`src/rtl/fp16_pkg.sv`:
```
// Shared FP16 definitions for the multiplier and the divider.
// Holds the format constants and the divider FSM state encoding.
package fp16_pkg;

  localparam int FP16_BIAS    = 15;
  localparam int FP16_EXP_MAX = 31;
  localparam int EXP_W        = 5;
  localparam int MAN_W        = 10;

  localparam logic [14:0] FP16_INF_MAG = 15'h7C00;
  localparam logic [15:0] FP16_QNAN    = 16'h7E00;

  typedef enum logic [1:0] {
    ST_IDLE = 2'd0,
    ST_CALC = 2'd1,
    ST_NORM = 2'd2,
    ST_DONE = 2'd3
  } div_state_e;

  // Zero means exponent field zero; denormals flush to zero.
  function automatic logic fp16_is_zero(input logic [15:0] x);
    return (x[MAN_W +: EXP_W] == '0);
  endfunction

endpackage

```
`src/rtl/fp_div_iter.sv`:
```
// Restoring mantissa divider datapath: one quotient bit per enabled cycle.
// Ports:
//   clk, rst   clock / async active-high reset
//   load       capture ma (as initial remainder) and mb, clear quotient
//   en         perform one restoring step
//   ma, mb     11-bit mantissas with hidden bit
//   q          12-bit quotient, MSB weighted 2^0
module fp_div_iter
  import fp16_pkg::*;
(
  input  logic        clk,
  input  logic        rst,
  input  logic        load,
  input  logic        en,
  input  logic [10:0] ma,
  input  logic [10:0] mb,
  output logic [11:0] q
);

  logic [11:0] r_q, r_d;
  logic [11:0] q_q, q_d;
  logic [10:0] mb_q, mb_d;
  logic [11:0] mb_ext;
  logic        ge;

  assign mb_ext = {1'b0, mb_q};
  assign ge     = (r_q >= mb_ext);

  // Remainder stays below 2*mb, so it always fits in 12 bits after the shift.
  always_comb begin
    r_d  = r_q;
    q_d  = q_q;
    mb_d = mb_q;
    if (load) begin
      r_d  = {1'b0, ma};
      q_d  = '0;
      mb_d = mb;
    end else if (en) begin
      r_d = ge ? 12'((r_q - mb_ext) << 1) : 12'(r_q << 1);
      q_d = {q_q[10:0], ge};
    end
  end

  always_ff @(posedge clk or posedge rst) begin
    if (rst) begin
      r_q  <= '0;
      q_q  <= '0;
      mb_q <= '0;
    end else begin
      r_q  <= r_d;
      q_q  <= q_d;
      mb_q <= mb_d;
    end
  end

  assign q = q_q;

endmodule

```
`src/rtl/fp_div.sv`:
```
// Sequential FP16 divider c = a / b with valid/ready on both sides.
// IDLE -> CALC (12 restoring steps) -> NORM -> DONE -> IDLE; latency is
// data-independent because special cases still run through the datapath.
// Ports:
//   clk, rst             clock / async active-high reset
//   in_valid, in_ready   operand handshake (in_ready only in IDLE)
//   a, b                 FP16 dividend / divisor
//   out_valid, out_ready result handshake (held until accepted)
//   c                    FP16 quotient (truncated)
//   flags                {dz, ovf, unf}
module fp_div
  import fp16_pkg::*;
#(
  parameter int ITER = 12
) (
  input  logic        clk,
  input  logic        rst,
  input  logic        in_valid,
  output logic        in_ready,
  input  logic [15:0] a,
  input  logic [15:0] b,
  output logic        out_valid,
  input  logic        out_ready,
  output logic [15:0] c,
  output logic [2:0]  flags
);

  div_state_e         state_q, state_d;
  logic [3:0]         cnt_q, cnt_d;
  logic               s_q, s_d;
  logic signed [6:0]  e_q, e_d;
  logic               az_q, az_d;
  logic               bz_q, bz_d;
  logic               in_ready_q, in_ready_d;
  logic               out_valid_q, out_valid_d;
  logic [15:0]        c_q, c_d;
  logic [2:0]         flags_q, flags_d;

  logic               accept;
  logic [11:0]        q;
  logic signed [6:0]  exp_n;
  logic [9:0]         mant_n;
  logic [15:0]        res_c;
  logic [2:0]         res_f;

  // in_ready_q is high exactly in IDLE.
  assign accept = in_valid & in_ready_q;

  fp_div_iter u_iter (
    .clk  (clk),
    .rst  (rst),
    .load (accept),
    .en   (state_q == ST_CALC),
    .ma   ({1'b1, a[MAN_W-1:0]}),
    .mb   ({1'b1, b[MAN_W-1:0]}),
    .q    (q)
  );

  // Quotient lies in (0.5, 2): q[11] set means no renormalising shift needed.
  assign exp_n  = q[11] ? e_q : e_q - 7'sd1;
  assign mant_n = q[11] ? q[10:1] : q[9:0];

  always_comb begin
    res_c = {s_q, exp_n[EXP_W-1:0], mant_n};
    res_f = 3'b000;
    if (az_q && bz_q) begin
      res_c = FP16_QNAN;
      res_f = 3'b100;
    end else if (bz_q) begin
      res_c = {s_q, FP16_INF_MAG};
      res_f = 3'b100;
    end else if (az_q) begin
      res_c = 16'h0000;
    end else if (exp_n >= $signed(7'(FP16_EXP_MAX))) begin
      res_c = {s_q, FP16_INF_MAG};
      res_f = 3'b010;
    end else if (exp_n <= 7'sd0) begin
      res_c = 16'h0000;
      res_f = 3'b001;
    end
  end

  always_comb begin
    state_d     = state_q;
    cnt_d       = cnt_q;
    s_d         = s_q;
    e_d         = e_q;
    az_d        = az_q;
    bz_d        = bz_q;
    in_ready_d  = in_ready_q;
    out_valid_d = out_valid_q;
    c_d         = c_q;
    flags_d     = flags_q;
    case (state_q)
      ST_IDLE: if (accept) begin
        state_d    = ST_CALC;
        cnt_d      = '0;
        s_d        = a[15] ^ b[15];
        e_d        = $signed({2'b00, a[14:10]}) - $signed({2'b00, b[14:10]})
                     + $signed(7'(FP16_BIAS));
        az_d       = fp16_is_zero(a);
        bz_d       = fp16_is_zero(b);
        in_ready_d = 1'b0;
      end
      ST_CALC: begin
        cnt_d = cnt_q + 4'd1;
        if (cnt_q == 4'(ITER - 1)) state_d = ST_NORM;
      end
      ST_NORM: begin
        c_d         = res_c;
        flags_d     = res_f;
        out_valid_d = 1'b1;
        state_d     = ST_DONE;
      end
      ST_DONE: if (out_ready) begin
        out_valid_d = 1'b0;
        in_ready_d  = 1'b1;
        state_d     = ST_IDLE;
      end
      default: state_d = ST_IDLE;
    endcase
  end

  always_ff @(posedge clk or posedge rst) begin
    if (rst) begin
      state_q     <= ST_IDLE;
      cnt_q       <= '0;
      s_q         <= 1'b0;
      e_q         <= '0;
      az_q        <= 1'b0;
      bz_q        <= 1'b0;
      in_ready_q  <= 1'b1;
      out_valid_q <= 1'b0;
      c_q         <= '0;
      flags_q     <= '0;
    end else begin
      state_q     <= state_d;
      cnt_q       <= cnt_d;
      s_q         <= s_d;
      e_q         <= e_d;
      az_q        <= az_d;
      bz_q        <= bz_d;
      in_ready_q  <= in_ready_d;
      out_valid_q <= out_valid_d;
      c_q         <= c_d;
      flags_q     <= flags_d;
    end
  end

  assign in_ready  = in_ready_q;
  assign out_valid = out_valid_q;
  assign c         = c_q;
  assign flags     = flags_q;

endmodule

```
`config.mk`:
```
export PLATFORM = sky130hd
export DESIGN_NAME = fp_div
export DESIGN_NICKNAME = d
export VERILOG_FILES = /design/src/rtl/fp16_pkg.sv /design/src/rtl/fp_div_iter.sv /design/src/rtl/fp_div.sv
export SDC_FILE = /design/constraint.sdc
export NUM_CORES = 1
export LEC_CHECK = 0
export CORE_UTILIZATION = 40
export CTS_CLUSTER_DIAMETER = 200
export CTS_CLUSTER_SIZE = 30
export DETAILED_ROUTE_END_ITERATION = 6
export HOLD_SLACK_MARGIN = 0.03
export PLACE_DENSITY = 0.71
export SLEW_MARGIN = 5
export SYNTH_ARGS = -nofsm -noshare
export SYNTH_HDL_FRONTEND = slang
export SYNTH_SLANG_ARGS = --single-unit
export TNS_END_PERCENT = 50
```
`constraint.sdc`:
```
create_clock -name clk -period 6.9 [get_ports clk]
set_clock_uncertainty 0.05 [all_clocks]
set_input_delay 1.38 -clock clk [delete_from_list [all_inputs] [get_ports clk]]
set_output_delay 1.38 -clock clk [all_outputs]
set_load 0.02 [all_outputs]
```
# Yosys cells after proc, flatten, opt, wreduce, memory -nomap -nowiden
# Cells that the tools add are included.
[totals] ff_bits=72 inputBits=36 word_cells=71 output_inout_bits=21
[op_classes] n_eq_ne=7 muxes=28 n_lt_le_gt_ge=3 bitwise=2 reduce_logical=13 addsub=5
[ops] operator="16-bit 2-to-1 mux" n=5
[ops] operator="12-bit 2-to-1 mux" n=5
[ops] operator="12-bit by 11-bit >= comparator with 1-bit output" n=1
[ops] operator="11-bit subtractor" n=1
[ops] operator="5-bit zero test" n=2
[ops] operator="10-bit 2-to-1 mux" n=1
[ops] operator="2-bit 2-to-1 mux" n=5
[ops] operator="2-bit case mux with 4 select lines" n=1
[ops] operator="4-bit case mux with 2 select lines" n=1
[ops] operator="2-bit nonzero test" n=4
[ops] operator="6-bit by 5-bit adder with 7-bit output (second input constant)" n=1
[ops] operator="7-bit by 6-bit >= comparator with 1-bit output (second input constant)" n=1
[ops] operator="7-bit by 1-bit <= comparator with 1-bit output (second input constant)" n=1
[ops] operator="7-bit 2-to-1 mux" n=1
[ops] operator="7-bit by 2-bit subtractor with 7-bit output (second input constant)" n=1
[ops] operator="3-bit 2-to-1 mux" n=2
[ops] operator="2-bit != test (second input constant)" n=3
[ops] operator="2-bit AND reduction" n=3
[ops] operator="3-bit AND reduction" n=2
[ops] operator="5-bit by 5-bit subtractor with 6-bit output" n=1
[ops] operator="4-bit by 1-bit adder with 4-bit output (second input constant)" n=1
[ops] operator="2-bit equality test (second input constant)" n=2
[ops] operator="4-bit equality test (second input constant)" n=1
[ops] operator="1-bit 2-to-1 mux" n=4
[ops] operator="other kinds (7)" n=8

# Depth between registers and ports, before layout
# Gate-level depths: netlist of the first run.
[depth] depth_word=8 mapped_depth=10 ltp_nobuf=10

# By module
# A second synthesis of the first run with hierarchy kept.
[unflattened] hier_cells=466 hier_area_um2=4505.6
[modules_own_cells] module="fp_div" cells_per_inst=241 area_each_um2=2367.3 n_inst=1 seq_area_each_um2=927.1
[modules_own_cells] module="fp_div_iter" cells_per_inst=225 area_each_um2=2138.3 n_inst=1 seq_area_each_um2=875.8

# Worst setup path before layout of the first run
# No wires, ideal clock.
[synth_timing] path_kind="input port to flip-flop" startpoint="input a[10]" endpoint="register e_q[5]" setup_ns=0.069 path_slack_ns=3.901 cell_stages=10 required_time_ns=6.781 path_buffers=0 t_arrival_ns=2.880 path_cell_list="inv_1 -> ha_1 -> inv_1 -> fa_1 -> xor2_1 -> inv_1 -> and3_1 -> o21ai_0 -> a211o_1 -> nand3_1"
[synth_via] elab_chain_cells=2
[synth_rtl] item="start: declaration" line_no="fp_div.sv:20" rtl="input logic [15:0] a,"
[synth_rtl] item="5-bit by 5-bit subtractor with 6-bit output" line_no="fp_div.sv:99" rtl="e_d = $signed({2'b00, a[14:10]}) - $signed({2'b00, b[14:10]})"
[synth_rtl] item="6-bit by 5-bit adder with 7-bit output" line_no="fp_div.sv:100" rtl="+ $signed(7'(FP16_BIAS));"
[synth_rtl] item="end signal: assignment" line_no="fp_div.sv:129" rtl="e_q <= '0;"
[synth_rtl] item="end signal: assignment" line_no="fp_div.sv:140" rtl="e_q <= e_d;"
[synth_rtl] item="end: declaration" line_no="fp_div.sv:31" rtl="logic signed [6:0] e_q, e_d;"
# No other way between the ends.
# A chain may end at the register's enable or synchronous reset.

# Worst setup path in the final report of the first run
[layout_timing] startpoint="input b[10]" endpoint="register e_q[5]"
[layout_via] elab_chain_cells=2
[layout_rtl] item="start: declaration" line_no="fp_div.sv:21" rtl="input logic [15:0] b,"
[layout_rtl] item="5-bit by 5-bit subtractor with 6-bit output" line_no="fp_div.sv:99"
[layout_rtl] item="6-bit by 5-bit adder with 7-bit output" line_no="fp_div.sv:100"
# No other way between the ends.

==> results of run 1 <==
==> worst min-delay path, cell delays in order (launching register included) <==
cell and delay [ns]:
dfrtp_1 0.33, inv_1 0.05, nand2_1 0.05
==> cells in the mapped netlist, types with 6 or more instances <==
cell type	n
clkbuf_1	21
dfrtp_1	71
o21a_1	6
o22ai_1	8
nand3_1	16
nor3_1	13
mux2i_1	26
a31oi_1	12
o21ai_0	50
inv_1	44
a21oi_1	18
nor2b_1	8
ha_1	24
xnor2_1	9
or3_1	9
nand2_1	44
nor2_1	35
==> layout make-up <==
cell class                      instances  area (um2)
Inverter                               44         165
Clock inverter                          7         103
Multi-Input combinational cell        360        2450
Fill cell                            1035        5430
Sequential cell                        72        1800
Clock buffer                            9         225
Tap cell                              140         175
Timing Repair Buffer                   60         591
==> power by group through the flow <==
stage | sequential (mW) | combinational, mW | clock, mW
floorplan | 0.761 | 1.28 | 0
global placement | 0.774 | 1.62 | 0
detailed placement | 0.780 | 1.66 | 0
CTS | 0.775 | 1.67 | 0.523
global route | 0.806 | 1.87 | 0.540
finish | 0.775 | 1.67 | 0.513
==> cell families after synthesis <==
family	share of synthesized area, %
mux	6.24
simple gates	16.4
buf+inv	6.19
fa+ha+maj	7.51
xor+xnor	3.12
flops	39.8
compound gates	20.7
==> how the worst max path moves through the flow <==
stage | startpoint | to | slack, ns
6_report | b[10] | e_q[5]$_DFFE_PP0P_ | 3.66
2_1_floorplan | rst | az_q$_DFFE_PP0P_ | 3.65
3_5_place_dp | b[10] | e_q[5]$_DFFE_PP0P_ | 3.31
5_1_grt | a[10] | e_q[5]$_DFFE_PP0P_ | 3.53
3_3_place_gp | b[10] | e_q[5]$_DFFE_PP0P_ | 3.41
4_1_cts | b[10] | e_q[5]$_DFFE_PP0P_ | 3.66
==> through the flow <==
step / cell area [um2] / power [mW]
after CTS: 5510 / 2.97
after global placement: 5180 / 2.39
after global routing: 5510 / 3.22
final: 5510 / 2.96
after detailed placement: 5180 / 2.44
after floorplan: 4530 / 2.04
==> routing by layer <==
layer / track usage, % / up-vias / part of all wire (%)
li1: - / 1880 / -
met1: 23.4 / 1826 / 44
met2: 31.8 / 95 / 49
met3: 3.38 / 27 / 3.6
met4: 8.78 / 0 / 2.9
met5: 0 / - / 0
==> flip-flops by register name, summed over array words and instances (netlist names) <==
name         cells
out_valid        1
c               16
flags            3
e_q              7
cnt_q            4
u_iter.r_q      12
bz_q             1
s_q              1
u_iter.q        12
state_q          2
az_q             1
u_iter.mb_q     11
in_ready         1
==> flow_summary.json, run 1 <==
{
  "cp_num_buf_inv": 3,
  "grt_use_total_pct": 18.9,
  "min_period_ns": 3.24,
  "cts_max_level": 3,
  "synth.top_cell.area_share_pct": 39.2,
  "cts_setup_buffers": 0,
  "die_h_um": 108,
  "holdCritPathClass": "register to register",
  "switching_share_pct": 43.9,
  "clk_path_buf_depth": 2,
  "grt_max_degree": 73,
  "fin_ws_ns": 3.66,
  "tightest_slew_ns": 0.942,
  "final_cell_mix": "71 x dfrtp_1, 56 x clkdlybuf4s50_1, 50 x o21ai_0",
  "min_to": "u_iter.mb_q[10]$_DFFE_PP0P_",
  "crit_fanout": 2,
  "grt_setup_unrepaired": "false",
  "start_util_pct": 41.4,
  "wl_per_cell_um": 14.8,
  "powerDensity_nw_per_um2": 538,
  "cp_top_family": "buffers and inverters",
  "p_switching_mw": 1.30,
  "crit_cells": 10,
  "slowest_delay_ns": 0.49,
  "synth_fp_nets": 565,
  "cts_buffers": 9,
  "yosys-top-cells-area": "dfrtp_1 39%, ha_1 6.6%, mux2i_1 5.7%",
  "netlist_area_um2": 4530,
  "yosysSeqAreaShare_pct": 39.8,
  "slowest_stage": "clkdlybuf4s50_1",
  "finalCritPeriodShare_pct": 47.0,
  "p_seq_share_pct": 26.2,
  "critPathLaunchType": "primary input",
  "dp_hpwl_mm": 7.19,
  "internal_power_mw": 1.66,
  "placementRows": 38,
  "layout-drive-gt1-share_pct": 7.25,
  "fin_setup_tns_ns": 0,
  "grt_pass1_wl_mm": 17.5,
  "crit_chain": "clkdlybuf4s50_1, ha_1, inv_1, fa_1, xor2_1, inv_1, and3_1, o21ai_0, a211o_1, nand3_1",
  "crit_path_end_kind": "register",
  "p_comb_share_pct": 56.5,
  "ys_warn_count": 0,
  "core_area_um2": 10900,
  "worst_ep_arrival_time_ns": 3.46,
  "drv_slew": 0,
  "pin_count": 57,
  "ctsResizeCount": 0,
  "fp.dieW_um": 108,
  "antenna_left": 0,
  "clk_pin_slew_worst_paths_ns": 0.06,
  "fin_cells": 692,
  "hold-path-cell-count": 2,
  "cts_tree": "yes",
  "antenna_found_initial": 0,
  "layout_commonest_cell": "dfrtp_1",
  "grt.overflow.total": 0,
  "portBuffers": 56,
  "synth-seq-cells": 72,
  "utilization_pct": 50.4,
  "drc": 0,
  "nets": 609,
  "worst_hold_slack_ns": 0.414,
  "gp_congestion": 0.883,
  "slew_headroom_pct": 36.8,
  "critPathMostFrequentCell": "inv_1",
  "synth_edf_count": 0,
  "outcome": "finished clean",
  "root_buffer": "clkbuf_16",
  "max_freq_ghz": 0.309,
  "r2r-end": "u_iter.r_q[10]$_DFFE_PP0P_",
  "setup_viol_count_final": 0,
  "maxCapViolations": 0,
  "timing.rr.start": "u_iter.mb_q[0]$_DFFE_PP0P_",
  "hold_violations": 0,
  "antennaDiodeCount": 0,
  "power_leakage_nw": 2.33,
  "viasPerCell": 5.53,
  "pre_cts_slack_ns": 3.31,
  "worstRegToRegCells": 8,
  "synth-main-ff-cell": "dfrtp_1",
  "drt_iter0_drc": 158,
  "clkLatencyLatePin_ns": 0.34,
  "ys_types": 64,
  "clock_sinks": 72,
  "async_flop_share_pct": 100,
  "peakVddDrop_mv": 0.177,
  "syn2layout_area_growth_pct": 21.6,
  "pwr-share-clk_pct": 17.3,
  "worstPathRequired_ns": 7.12,
  "reg2reg_setup_slack_ns": 3.88,
  "vias": 3828,
  "drt-total-wl_mm": 10.2,
  "placedCellCount": 676,
  "hold_buffers": 0,
  "synth.avg_cell_area_um2": 9.01,
  "crit_type": "primary input to register",
  "dr.pass1.iters": 5,
  "syn_inst": 503,
  "hp-start": "u_iter.mb_q[10]$_DFFE_PP0P_",
  "dieArea_um2": 11800,
  "grt_pass1_vias": 3846,
  "synth_area_leader_cell": "dfrtp_1"
}
No activity file was read; power rests on OpenSTA's default activity.
==> inputs of run 2 (changes only) <==
--- a/config.mk
+++ b/config.mk
@@ -10,7 +10,7 @@
 export CTS_CLUSTER_SIZE = 30
 export DETAILED_ROUTE_END_ITERATION = 6
 export HOLD_SLACK_MARGIN = 0.03
-export PLACE_DENSITY = 0.71
+export PLACE_DENSITY = 0.73
 export SLEW_MARGIN = 5
 export SYNTH_ARGS = -nofsm -noshare
 export SYNTH_HDL_FRONTEND = slang
==> constraint.sdc (replaced) <==
create_clock -name clk -period 2.8 [get_ports clk]
set_clock_uncertainty 0.05 [all_clocks]
set_input_delay 0.56 -clock clk [delete_from_list [all_inputs] [get_ports clk]]
set_output_delay 0.56 -clock clk [all_outputs]
set_load 0.02 [all_outputs]
==> flow_summary.json, run 2 (synthesis results as in run 1) <==
{
  "outcome": "finished clean",
  "vias": 3899,
  "cts_tree": "yes",
  "antenna_left": 0,
  "drc": 0,
  "layout-drive-gt1-share_pct": 8.38,
  "grt_pass1_wl_mm": 17.9,
  "wl_per_cell_um": 14.9,
  "slowest_stage": "a2111oi_1",
  "power_leakage_nw": 2.37,
  "drv_slew": 0,
  "critPathLaunchType": "register",
  "tightest_slew_ns": 0.828,
  "hold_violations": 0,
  "max_freq_ghz": 0.373,
  "clk_pin_slew_worst_paths_ns": 0.06,
  "root_buffer": "clkbuf_16",
  "fin_setup_tns_ns": 0,
  "start_util_pct": 41.4,
  "grt_use_total_pct": 19.4,
  "grt_max_degree": 73,
  "die_h_um": 108,
  "utilization_pct": 51.2,
  "dp_hpwl_mm": 7.44,
  "hold-path-cell-count": 2,
  "crit_fanout": 7,
  "cp_top_family": "compound AO/OA/AOI/OAI gates",
  "min_period_ns": 2.68,
  "crit_type": "register to register",
  "hold_buffers": 0,
  "placementRows": 38,
  "worstPathRequired_ns": 2.95,
  "nets": 618,
  "core_area_um2": 10900,
  "multi_input_area_um2": 2450,
  "clk_path_buf_depth": 2,
  "layout_commonest_cell": "dfrtp_1",
  "powerDensity_nw_per_um2": 1330,
  "fp.dieW_um": 108,
  "seq_area_um2": 1800,
  "clkLatencyLatePin_ns": 0.33,
  "grt_pass1_vias": 3840,
  "drt-total-wl_mm": 10.4,
  "gp_congestion": 0.864,
  "viasPerCell": 5.56,
  "dr.pass1.iters": 6,
  "slew_headroom_pct": 44.7,
  "fill_cells": 1016,
  "crit_path_end_kind": "register",
  "portBuffers": 56,
  "finalCritPeriodShare_pct": 95.6,
  "cts_max_level": 3,
  "grt.overflow.total": 0,
  "cts_buffers": 9,
  "syn2layout_area_growth_pct": 23.6,
  "clock_sinks": 72,
  "pin_count": 57,
  "crit_chain": "ha_1, fa_1, nor2b_1, o22a_1, o21ai_0, a211o_1, a2111oi_1, nor3_1",
  "drt_iter0_drc": 197,
  "antennaDiodeCount": 0,
  "holdCritPathClass": "register to register",
  "peakVddDrop_mv": 0.542,
  "crit_cells": 8,
  "maxCapViolations": 0,
  "worst_ep_arrival_time_ns": 2.83,
  "antenna_found_initial": 0,
  "largest_reg_flops": 16,
  "grt_setup_unrepaired": "false",
  "cp_num_buf_inv": 0,
  "final_cell_mix": "71 x dfrtp_1, 56 x clkdlybuf4s50_1, 50 x o21ai_0",
  "worstRegToRegCells": 8,
  "setup_viol_count_final": 0,
  "slowest_delay_ns": 0.44,
  "dieArea_um2": 11800
}
[run 2: cell count changes in the layout (fill, tap and decap cells not counted)]
cell,previous run,this run
clkbuf_1,0,2
buf_4,4,11
clkinv_2,1,0
clkinv_4,1,0
clkinvlp_4,0,1
inv_6,2,1
buf_12,0,2
a2111oi_0,1,0
clkbuf_8,0,1
inv_8,1,0
a2111oi_1,0,1
[run 2: stage by stage]
stage	power, mW	instances	hold WS, ns	setup WS, ns	cell area [um2]
floorplan	5.03	503	0.368	0.324	4530
global placement	6.02	685	0.381	0.144	5270
detailed placement	6.16	685	0.385	0.0560	5270
CTS	7.45	701	0.399	0.126	5600
global route	8.07	701	0.424	0.00574	5600
finish	7.45	701	0.397	0.122	5600
[run 2: path summary, 6_finish.rpt]
path / from / endpoint / slack [ns]
worst max register to register: u_iter.mb_q[0]$_DFFE_PP0P_ / u_iter.r_q[8]$_DFFE_PP0P_ / 0.12
worst max-delay path: u_iter.mb_q[0]$_DFFE_PP0P_ / u_iter.r_q[8]$_DFFE_PP0P_ / 0.12
min in group asynchronous: rst / cnt_q[0]$_DFFE_PP0P_ / 0.57
max in group asynchronous: rst / in_ready$_DFFE_PP1P_ / 1.80
worst min-delay path: u_iter.mb_q[10]$_DFFE_PP0P_ / u_iter.mb_q[10]$_DFFE_PP0P_ / 0.40
worst min register to register: u_iter.mb_q[10]$_DFFE_PP0P_ / u_iter.mb_q[10]$_DFFE_PP0P_ / 0.40
[run 2: repair_timing]
item / CTS / global route
resized for setup: 0 / 1
setup buffers: 0 / 0
endpoints found under the setup margin: 0 / 1
endpoints found under the hold margin: 0 / 0
[run 2: area by class of cell]
cell class / instances / area share (%)
Tap cell: 140 / 3.13
Timing Repair Buffer: 69 / 12.2
Clock buffer: 12 / 4.40
Inverter: 44 / 2.95
Sequential cell: 72 / 32.2
Clock inverter: 4 / 1.36
Multi-Input combinational cell: 360 / 43.7
[run 2: metal layers]
| metal | up-vias | part of all wire, % | track usage, % |
|---|---|---|---|
| met5 | - | 0 | 0 |
| met4 | 0 | 2.5 | 9.07 |
| met3 | 22 | 4.4 | 3.56 |
| met2 | 114 | 49 | 32.3 |
| met1 | 1862 | 44 | 24.4 |
| li1 | 1901 | - | - |
[run 2: power breakdown]
group | total, mW | internal (mW) | switching [mW]
Combinational | 4.30 | 1.90 | 2.40
Clock | 1.25 | 0.808 | 0.442
Sequential | 1.90 | 1.50 | 0.397
Total | 7.45 | 4.21 | 3.24
[run 2: worst register-to-register path: cells and delay by family, from the launching register on]
kind                       cells  cell delay (ns)
DFF                            1             0.38
and+or+nand+nor                2             0.26
adders and majority gates      2             0.66
AOI/OAI and AO/OA              4             1.20
==> inputs of run 3 (changes only) <==
--- a/config.mk
+++ b/config.mk
@@ -5,12 +5,14 @@
 export SDC_FILE = /design/constraint.sdc
 export NUM_CORES = 1
 export LEC_CHECK = 0
+export ABC_AREA = 1
 export CORE_UTILIZATION = 40
 export CTS_CLUSTER_DIAMETER = 200
 export CTS_CLUSTER_SIZE = 30
 export DETAILED_ROUTE_END_ITERATION = 6
 export HOLD_SLACK_MARGIN = 0.03
 export PLACE_DENSITY = 0.73
+export SETUP_SLACK_MARGIN = 0.15
 export SLEW_MARGIN = 5
 export SYNTH_ARGS = -nofsm -noshare
 export SYNTH_HDL_FRONTEND = slang
==> flow_summary.json, run 3 <==
{
  "synth_top_family_by_area": "simple AND/OR/NAND/NOR gates",
  "fin_setup_tns_ns": 0,
  "synth_area_leader_cell": "dfrtp_1",
  "synth_xor_area_share_pct": 1.82,
  "ys_warn_count": 0,
  "root_buffer": "clkbuf_8",
  "clkLatencyLatePin_ns": 0.36,
  "portBuffers": 56,
  "synth-seq-cells": 72,
  "grt_use_total_pct": 18.6,
  "peakVddDrop_mv": 0.569,
  "grt_setup_unrepaired": "false",
  "drc": 0,
  "ys_top_cells_by_count": "157 x nand2_1, 85 x inv_1, 71 x dfrtp_1",
  "outcome": "finished clean",
  "grt_pass1_vias": 3825,
  "totalPowerFinal_mw": 5.98,
  "hold_violations": 0,
  "dieArea_um2": 11200,
  "dr.pass1.iters": 5,
  "worst_ep_arrival_time_ns": 2.55,
  "clk_path_buf_depth": 2,
  "cts_max_level": 3,
  "largest_reg_flops": 16,
  "tightest_slew_ns": 0.780,
  "synthAdderAreaFrac_pct": 7.88,
  "yosysMostFrequentCell": "nand2_1",
  "netlist_area_um2": 4320,
  "reg2reg_setup_slack_ns": 0.46,
  "hold_buffers": 0,
  "die_h_um": 106,
  "drt_iter0_drc": 156,
  "clk_pin_slew_worst_paths_ns": 0.09,
  "grt.overflow.total": 0,
  "worstRegToRegCells": 14,
  "clock_sinks": 72,
  "yosys-top-cells-area": "dfrtp_1 41%, nand2_1 14%, inv_1 7.4%",
  "antenna_found_initial": 0,
  "yosys-mux-area-fraction_pct": 0,
  "power_leakage_nw": 2.56,
  "hold-path-cell-count": 2,
  "grt_max_degree": 29,
  "min_to": "u_iter.mb_q[10]$_DFFE_PP0P_",
  "vias": 3829,
  "gp_congestion": 0.909,
  "layout_commonest_cell": "nand2_1",
  "timing.rr.start": "u_iter.mb_q[0]$_DFFE_PP0P_",
  "hp-start": "u_iter.mb_q[10]$_DFFE_PP0P_",
  "drt-total-wl_mm": 9.69,
  "crit_type": "primary input to register",
  "crit_path_end_kind": "register",
  "worstPathRequired_ns": 3.00,
  "fp.dieW_um": 106,
  "holdCritPathClass": "register to register",
  "final_cell_mix": "157 x nand2_1, 84 x inv_1, 71 x dfrtp_1",
  "dp_hpwl_mm": 7.38,
  "powerDensity_nw_per_um2": 1140,
  "yosysSeqAreaShare_pct": 41.7,
  "synth-compound-area-share_pct": 15.1,
  "layout-drive-gt1-share_pct": 8.47,
  "cts_tree": "yes",
  "async_flop_share_pct": 100,
  "synth-main-ff-cell": "dfrtp_1",
  "syn_inst": 559,
  "crit_fanout": 4,
  "antenna_left": 0,
  "slew_headroom_pct": 48.0,
  "cts_buffers": 9,
  "wl_per_cell_um": 12.7,
  "syn2layout_area_growth_pct": 21.3,
  "setup_viol_count_final": 0,
  "synth.avg_cell_area_um2": 7.73,
  "finalCritPeriodShare_pct": 83.8,
  "synth_edf_count": 0,
  "core_area_um2": 10400,
  "antennaDiodeCount": 0,
  "r2r-end": "u_iter.r_q[1]$_DFFE_PP0P_",
  "placementRows": 37,
  "viasPerCell": 5.02,
  "synth.top_cell.area_share_pct": 41.1,
  "synth_fp_nets": 621,
  "cts_setup_buffers": 0,
  "max_freq_ghz": 0.426,
  "min_period_ns": 2.35,
  "pin_count": 57,
  "critPathLaunchType": "primary input",
  "start_util_pct": 41.5,
  "ys_types": 45,
  "crit_path_start": "a[10]",
  "maxCapViolations": 0,
  "ctsResizeCount": 0,
  "grt_pass1_wl_mm": 16.8,
  "nets": 683,
  "yosys.area_share.simple_pct": 24.3,
  "drv_slew": 0
}
[run 3: cell types whose count changed after synthesis, sizes merged, moves of 9 or more]
cell    previous run  this run
mux2i             26         0
nor2b              9         0
or3                9         0
inv               44        87
a31oi             12         1
nand2             44       160
o21ai             52        63
clkbuf            22        11
nand3             16        32
[run 3: worst max-delay path by stage]
stage | to | slack (ns) | cells after the start
floorplan | az_q$_DFFE_PP0P_ | 0.37 | 1
global placement | e_q[4]$_DFFE_PP0P_ | 0.22 | 10
detailed placement | e_q[6]$_DFFE_PP0P_ | 0.1 | 11
CTS | u_iter.r_q[1]$_DFFE_PP0P_ | 0.47 | 15
global route | u_iter.r_q[1]$_DFFE_PP0P_ | 0.23 | 15
finish | e_q[6]$_DFFE_PP0P_ | 0.45 | 11
[run 3: cell type report]
type | count | area (um2)
Timing Repair Buffer | 65 | 628
Clock buffer | 9 | 124
Clock inverter | 7 | 61.3
Inverter | 88 | 330
Sequential cell | 72 | 1800
Tap cell | 136 | 170
Multi-Input combinational cell | 385 | 2120
Fill cell | 1018 | 5180
[run 3: metrics by stage]
step / hold slack (ns) / utilization, % / instance area [um2] / instances / worst slack, ns
final: 0.412 / 50.3 / 5240 / 762 / 0.453
after global routing: 0.449 / 50.3 / 5240 / 762 / 0.232
after CTS: 0.420 / 50.3 / 5240 / 762 / 0.466
after detailed placement: 0.399 / 48.5 / 5050 / 746 / 0.0972
after global placement: 0.397 / 48.5 / 5050 / 746 / 0.221
after floorplan: 0.376 / - / 4320 / 559 / 0.367
[run 3: critical path: stages]
cell,delay (ns)
clkdlybuf4s50_1,0.46
inv_1,0.08
ha_1,0.14
inv_1,0.06
fa_1,0.41
a21oi_1,0.19
o21ai_0,0.11
xor2_1,0.25
o21ai_0,0.13
nand2_1,0.10
o22ai_1,0.07
[run 3: per-layer routing]
| layer | vias up | GRT usage, % | routed length (um) |
|---|---|---|---|
| met3 | 15 | 4.17 | 419 |
| li1 | 1942 | - | - |
| met1 | 1789 | 22.5 | 4380 |
| met5 | - | 0 | 0 |
| met2 | 83 | 32.6 | 4730 |
| met4 | 0 | 5.95 | 163 |
[run 3: cells by family (layout without fill, tap and decap cells)]
family                   count (synthesis)  after routing
adder cells (fa/ha/maj)                 26             26
AND/OR/NAND/NOR                        241            241
XOR/XNOR                                 9              9
flip-flops                              72             72
buffers and inverters                  102            169
AO/OA/AOI/OAI                          109            109
[run 3: report_power, final]
group / leakage (nW) / internal, mW / switching, mW
combinational: 1.56 / 1.31 / 2.18
sequential: 0.915 / 1.44 / 0.263
clock: 0.0888 / 0.338 / 0.449
